### config.mk
export PLATFORM = sky130hd
export DESIGN_NAME = am29_scan_decoder_flat
export DESIGN_NICKNAME = d
export VERILOG_FILES = /design/src/rtl/am29_dec_pkg.sv /design/src/rtl/am29_scan_decoder_if.sv /design/src/rtl/am29_dec_core.sv /design/src/rtl/am29_scan_decoder.sv /design/src/flat_wrapper.sv
export SDC_FILE = /design/constraint.sdc
export NUM_CORES = 1
export LEC_CHECK = 0
export ABC_CLOCK_PERIOD_IN_PS = 2800
export BUFFER_PORTS_ARGS = -buffer_cell sky130_fd_sc_hd__buf_2
export CORE_MARGIN = 2
export CORE_UTILIZATION = 50
export CTS_BUF_LIST = sky130_fd_sc_hd__clkbuf_4 sky130_fd_sc_hd__clkbuf_8
export CTS_CLUSTER_SIZE = 10
export DETAILED_ROUTE_END_ITERATION = 8
export GPL_TIMING_DRIVEN = 0
export PLACE_DENSITY_LB_ADDON = 0.15
export RECOVER_POWER = 25
export SYNTH_ARGS = -nofsm -noshare
export SYNTH_HDL_FRONTEND = slang
export SYNTH_HIERARCHICAL = 1
export SYNTH_SLANG_ARGS = --single-unit
### constraint.sdc
create_clock -name clk -period 2.8 [get_ports clk]
set_clock_uncertainty 0.05 [all_clocks]
set_input_delay 0.14 -clock clk [delete_from_list [all_inputs] [get_ports clk]]
set_output_delay 0.14 -clock clk [all_outputs]
set_load 0.05 [all_outputs]
### src/rtl/am29_dec_pkg.sv
// am29_dec_pkg
// Shared constants and decode helper for the am29 scan decoder family.
//   MODE_ADDR / MODE_SCAN : values of the mode input
//   onehot_n(idx, gate)   : active-low one-hot decode of a 6-bit index, all
//                           ones when gate is low; callers slice the low
//                           2^SEL_W bits they need.
package am29_dec_pkg;

  localparam logic MODE_ADDR = 1'b0;
  localparam logic MODE_SCAN = 1'b1;

  localparam int unsigned MAX_SEL_W = 6;

  function automatic logic [63:0] onehot_n(input logic [5:0] idx, input logic gate);
    logic [63:0] dec;
    dec      = 64'd0;
    dec[idx] = gate;
    return ~dec;
  endfunction

endpackage

### src/rtl/am29_scan_decoder_if.sv
// am29_scan_decoder_if
// Bus bundle between the decoder and its controller.
//   sel, le_        : address and active-low latch enable
//   g1, g2a_, g2b_  : output gate (g1 & ~g2a_ & ~g2b_)
//   mode, dwell     : addressed/scan select, cycles per scan step minus 1
//   y_, cur, wrap   : registered active-low strobes, current index, wrap pulse
// master drives the controls, slave is the decoder.
interface am29_scan_decoder_if #(
  parameter int SEL_W   = 3,
  parameter int DWELL_W = 4
);
  localparam int N = 1 << SEL_W;

  logic [SEL_W-1:0]   sel;
  logic               le_;
  logic               g1;
  logic               g2a_;
  logic               g2b_;
  logic               mode;
  logic [DWELL_W-1:0] dwell;
  logic [N-1:0]       y_;
  logic [SEL_W-1:0]   cur;
  logic               wrap;

  modport master (
    output sel, le_, g1, g2a_, g2b_, mode, dwell,
    input  y_, cur, wrap
  );

  modport slave (
    input  sel, le_, g1, g2a_, g2b_, mode, dwell,
    output y_, cur, wrap
  );

endinterface

### src/rtl/am29_dec_core.sv
// am29_dec_core
// Combinational SEL_W-to-2^SEL_W active-low decoder with a gate input.
//   idx  : index to decode
//   gate : high enables the selected strobe, low forces all ones
//   y_n  : active-low one-hot strobes
module am29_dec_core
  import am29_dec_pkg::*;
#(
  parameter int SEL_W = 3
) (
  input  logic [SEL_W-1:0]      idx,
  input  logic                  gate,
  output logic [(1<<SEL_W)-1:0] y_n
);

  localparam int N = 1 << SEL_W;

  logic [63:0] dec_full;
  logic        unused_hi;

  assign dec_full  = onehot_n(6'(idx), gate);
  assign y_n       = dec_full[N-1:0];
  // Upper decode bits are beyond 2^SEL_W and always one; fold them away.
  assign unused_hi = ^dec_full;

endmodule

### src/rtl/am29_scan_decoder.sv
// am29_scan_decoder
// Registered 1-of-2^SEL_W active-low decoder with address latch and an
// autonomous scan mode that steps through all outputs every dwell+1 cycles.
//   clk  : clock, all state changes on the rising edge
//   rst_ : synchronous active-low reset
//   bus  : am29_scan_decoder_if slave (sel, le_, g1, g2a_, g2b_, mode, dwell
//          in; y_, cur, wrap out)
// Build option AM29_SCAN_BLANK_EN: each scan step inserts one
// break-before-make cycle (y_ all ones, cur already new); the scan period
// becomes dwell+2 and wrap moves to the first cycle y_ shows index 0.
module am29_scan_decoder
  import am29_dec_pkg::*;
#(
  parameter int SEL_W   = 3,
  parameter int DWELL_W = 4
) (
  input  logic                clk,
  input  logic                rst_,
  am29_scan_decoder_if.slave  bus
);

  localparam int N = 1 << SEL_W;
  localparam logic [SEL_W-1:0] IDX_LAST = {SEL_W{1'b1}};

  logic [SEL_W-1:0]   idx, idx_nxt;
  logic [DWELL_W-1:0] cnt, cnt_nxt;
  logic               gate, latch, scan, step, hold, strobe_en, wrap_nxt;
  logic [N-1:0]       y_nxt, y_q;
  logic [SEL_W-1:0]   cur_q;
  logic               wrap_q;

  assign gate  = bus.g1 & ~bus.g2a_ & ~bus.g2b_;
  assign latch = ~bus.le_;
  assign scan  = (bus.mode == MODE_SCAN);
  // >= so that lowering dwell mid-step ends the step on the next edge.
  assign step  = scan & ~latch & ~hold & (cnt >= bus.dwell);

`ifdef AM29_SCAN_BLANK_EN
  logic blank;

  always_ff @(posedge clk) begin
    if (!rst_) blank <= 1'b0;
    else       blank <= step;
  end

  // The blank cycle freezes the counter so the period stretches to dwell+2.
  assign hold      = blank;
  assign strobe_en = ~step;
  // Only steps blank, and the only step landing on 0 is a wrap; report it
  // when the strobe for index 0 actually appears.
  assign wrap_nxt  = blank & scan & ~latch & (idx == '0);
`else
  assign hold      = 1'b0;
  assign strobe_en = 1'b1;
  assign wrap_nxt  = step & (idx == IDX_LAST);
`endif

  always_comb begin
    idx_nxt = idx;
    cnt_nxt = cnt;
    if (latch) begin
      idx_nxt = bus.sel;
      cnt_nxt = '0;
    end else if (!scan) begin
      cnt_nxt = '0;
    end else if (hold) begin
      cnt_nxt = cnt;
    end else if (step) begin
      idx_nxt = idx + 1'b1;
      cnt_nxt = '0;
    end else begin
      cnt_nxt = cnt + 1'b1;
    end
  end

  am29_dec_core #(.SEL_W(SEL_W)) u_core (
    .idx  (idx_nxt),
    .gate (gate & strobe_en),
    .y_n  (y_nxt)
  );

  always_ff @(posedge clk) begin
    if (!rst_) begin
      idx    <= '0;
      cnt    <= '0;
      y_q    <= '1;
      cur_q  <= '0;
      wrap_q <= 1'b0;
    end else begin
      idx    <= idx_nxt;
      cnt    <= cnt_nxt;
      y_q    <= y_nxt;
      cur_q  <= idx_nxt;
      wrap_q <= wrap_nxt;
    end
  end

  assign bus.y_   = y_q;
  assign bus.cur  = cur_q;
  assign bus.wrap = wrap_q;

endmodule

### src/flat_wrapper.sv
// flat-port wrapper written by rule: the top's interface ports become plain ports
module am29_scan_decoder_flat import am29_dec_pkg::*;
#(
  parameter int SEL_W   = 3,
  parameter int DWELL_W = 4
)
  (clk, rst_, bus_sel, bus_le_, bus_g1, bus_g2a_, bus_g2b_, bus_mode, bus_dwell, bus_y_, bus_cur, bus_wrap);
  am29_scan_decoder_if #(.SEL_W(SEL_W), .DWELL_W(DWELL_W)) bus_i ();
  input  logic clk;
  input  logic rst_;
  input wire logic [$bits(bus_i.sel)-1:0] bus_sel;
  input wire logic [$bits(bus_i.le_)-1:0] bus_le_;
  input wire logic [$bits(bus_i.g1)-1:0] bus_g1;
  input wire logic [$bits(bus_i.g2a_)-1:0] bus_g2a_;
  input wire logic [$bits(bus_i.g2b_)-1:0] bus_g2b_;
  input wire logic [$bits(bus_i.mode)-1:0] bus_mode;
  input wire logic [$bits(bus_i.dwell)-1:0] bus_dwell;
  output wire logic [$bits(bus_i.y_)-1:0] bus_y_;
  output wire logic [$bits(bus_i.cur)-1:0] bus_cur;
  output wire logic [$bits(bus_i.wrap)-1:0] bus_wrap;
  assign bus_i.sel = bus_sel;
  assign bus_i.le_ = bus_le_;
  assign bus_i.g1 = bus_g1;
  assign bus_i.g2a_ = bus_g2a_;
  assign bus_i.g2b_ = bus_g2b_;
  assign bus_i.mode = bus_mode;
  assign bus_i.dwell = bus_dwell;
  assign bus_y_ = bus_i.y_;
  assign bus_cur = bus_i.cur;
  assign bus_wrap = bus_i.wrap;
  am29_scan_decoder #(.SEL_W(SEL_W), .DWELL_W(DWELL_W)) u_core (.clk(clk), .rst_(rst_), .bus(bus_i));
endmodule
==> results.sh <==
export IMPL_hold_buffers=0
export IMPL_cts_root_buf="clkbuf_4"
export IMPL_synth_nets=102
export IMPL_rsz0062_at_grt="false"
export IMPL_setup_tns_ns=0
export IMPL_grt_pass1_vias=563
export IMPL_regArea_um2=320.3
export IMPL_post_cts_resized=0
export IMPL_cts_sinks=16
export IMPL_ys_seq_elements=16
export IMPL_pin_count=26
export IMPL_numCtsBuffers=3
export IMPL_worstSetupEndpointType="register"
export IMPL_antenna_found_initial=0
export IMPL_post_cts_setup_buffer_count=0
export IMPL_drt_first_pass_iters=4
export IMPL_rows=14
export IMPL_htree_levels=1
export IMPL_min_period_ns=2.460
export IMPL_worst_slew_pin_slew_ns=0.7610
export IMPL_drive_gt1_share_pct=20.00
export IMPL_critPathKind="reg2reg"
export IMPL_clkPwrFrac_pct=32.7
export IMPL_yosysWarnings=6
export IMPL_dieArea_um2=1833
export IMPL_fill_cells=131
export IMPL_ys_seq_area_share_pct=42.52
export IMPL_p_leak_uw=0.0003820
export IMPL_clock_latency_ns=0.28
export IMPL_grt_first_pass_wirelength_mm=2.415
export IMPL_gr_total_overflow=0
export IMPL_die_height_um=42.81
export IMPL_route_vias_total=661
export IMPL_final_cell_mix="18 x buf_2, 16 x dfxtp_1, 9 x clkbuf_1, 8 x nor2_1, 8 x nand2b_1"
export IMPL_relSlewSlack_pct=49.16
export IMPL_ir_drop_mv=0.2643
export IMPL_finalHoldViolCount=0
export IMPL_max_freq_mhz=406.6
export IMPL_core_area_um2=1454
export IMPL_multi_input_area_um2=402.9
export IMPL_synth_cell_type_count=20
export IMPL_synthesis_area_um2=753.2
export IMPL_postRouteAntennaNets=0
export IMPL_grt_usage_pct=17.60
export IMPL_gpl_final_weighted_congestion=0.7096
export IMPL_clk_pin_slew_ns=0.09
export IMPL_r2r_setup_slack_ns=0.34
export IMPL_clk_path_buf_depth=2
export IMPL_vias_per_cell=5.246
export IMPL_synth_cells=81
export IMPL_fin_hold_ws_ns=0.02330
export IMPL_tritoncts="built"
export IMPL_arrival_ns=2.57
export IMPL_fin_util_pct=63.68
export IMPL_hp_class="in2reg"
export IMPL_drc_errors=0
export IMPL_status="finished clean"
export IMPL_drt_first_iter_violations=15
export IMPL_cp_required_ns=2.91
export IMPL_setup_viol=0
export IMPL_intPower_uw=335.6
export IMPL_seqPwrFrac_pct=52.1
export IMPL_fin_nets=132
export IMPL_drv_cap=0
export IMPL_die_w_um=42.81
export IMPL_diodes=0
export IMPL_critPathLaunchType="register"
export IMPL_wire_per_inst_um=11.40
export IMPL_initial_utilization_pct=51.81
export IMPL_wl_mm=1.436
export IMPL_p_per_area_nw_per_um2=488.5
export IMPL_layout_commonest_cell="buf_2"
export IMPL_p_sw_share_pct=25.80
export IMPL_grt_max_degree=11
export IMPL_maxSlewViolCount=0
export IMPL_switchingPower_uw=116.7
export IMPL_dpl_hpwl_mm=1.127
export IMPL_fin_crit_sh_pct=87.84
export IMPL_combinationalPowerShare_pct=15.2
export IMPL_crit_fanout=8
export IMPL_io_buffers=25
export IMPL_area_growth_syn_to_layout_pct=22.92
export IMPL_avgSynthCellArea_um2=9.299
critical path: stages (launching register included):
cell and delay (ns):
dfxtp_1 0.39, inv_1 0.06, ha_1 0.26, nor3b_1 0.23, o21a_1 0.27, or3_1 0.17
a31oi_1 0.21, or4b_1 0.56, nand2b_1 0.15
final cells by class:
type	instances	share of cell area, %
flip-flops and latches	16	34.59
repair buffers	25	12.57
multi-input cells	57	43.51
clock buffers	4	3.919
plain buffers	2	0.8108
well taps	16	2.162
inverters	6	2.432
synthesized netlist by cell type, drive strengths merged:
library cell	count	area [µm²]
clkbuf	2	7.510
nor3b	2	15.01
nor2	8	30.03
o21a	1	7.510
nand3	3	15.01
ha	7	87.58
dfxtp	16	320.3
xnor2	1	8.760
or3	1	6.260
o211ai	1	7.510
nand2b	8	50.05
nand4	3	18.77
a31oi	6	37.54
xor2	1	8.760
o21ai	7	35.03
or4b	1	10.01
a21oi	1	5.000
nand4b	3	26.28
inv	6	22.52
nand4bb	3	33.78
registers in the layout (all words and copies together), names as in the netlist:
name,flops
u_core/bus.cur,3
u_core/cnt,4
u_core/bus.wrap,1
u_core/bus.y_,8
worst paths after layout:
| path | depth (start not counted) | from | to |
|---|---|---|---|
| worst max register to register | 8 | u_core/cnt[0] | u_core/bus.y_[0] |
| worst min-delay path | 2 | rst_ | u_core/bus.y_[3] |
| worst max-delay path | 8 | u_core/cnt[0] | u_core/bus.y_[0] |
| worst min register to register | 1 | u_core/cnt[0] | u_core/cnt[0] |
metrics by stage:
stage                     worst slack [ns]  instance area (µm²)  cells  total power (µW)
after floorplan                     0.5879                753.2     81             286.7
after global placement              0.4140                898.4    122             307.2
after detailed placement            0.3637                898.4    122             309.4
after CTS                           0.3443                934.6    126             457.4
after global routing                0.1362                925.9    126             476.2
final                               0.3404                925.9    126             452.3
logic make-up after synthesis:
group	after synthesis	synth area share, %
adders and majority gates	7	11.63
xor gates and xnor gates	2	2.326
DFF	16	42.53
and+or+nand+nor	32	27.24
buffers and inverters	8	3.987
AOI/OAI and AO/OA	16	12.29
power groups by stage:
stage / registers (µW) / clock network [µW] / logic (µW)
2_1_floorplan: 255 / 0 / 31.8
3_3_place_gp: 241 / 0 / 66.6
3_5_place_dp: 241 / 0 / 68.4
4_1_cts: 236 / 153 / 68.7
5_1_grt: 236 / 164 / 75.6
6_report: 236 / 148 / 68.8
layer usage:
metal | track usage (%) | part of all wire [%] | wire, µm | vias up
li1 | - | - | - | 352
met1 | 21.81 | 46 | 663 | 292
met2 | 27.27 | 48 | 686 | 15
met3 | 5.106 | 5.2 | 75 | 2
met4 | 9.375 | 0.70 | 10 | 0
met5 | 0 | 0 | 0 | -
No activity file was read; power rests on OpenSTA's default activity.
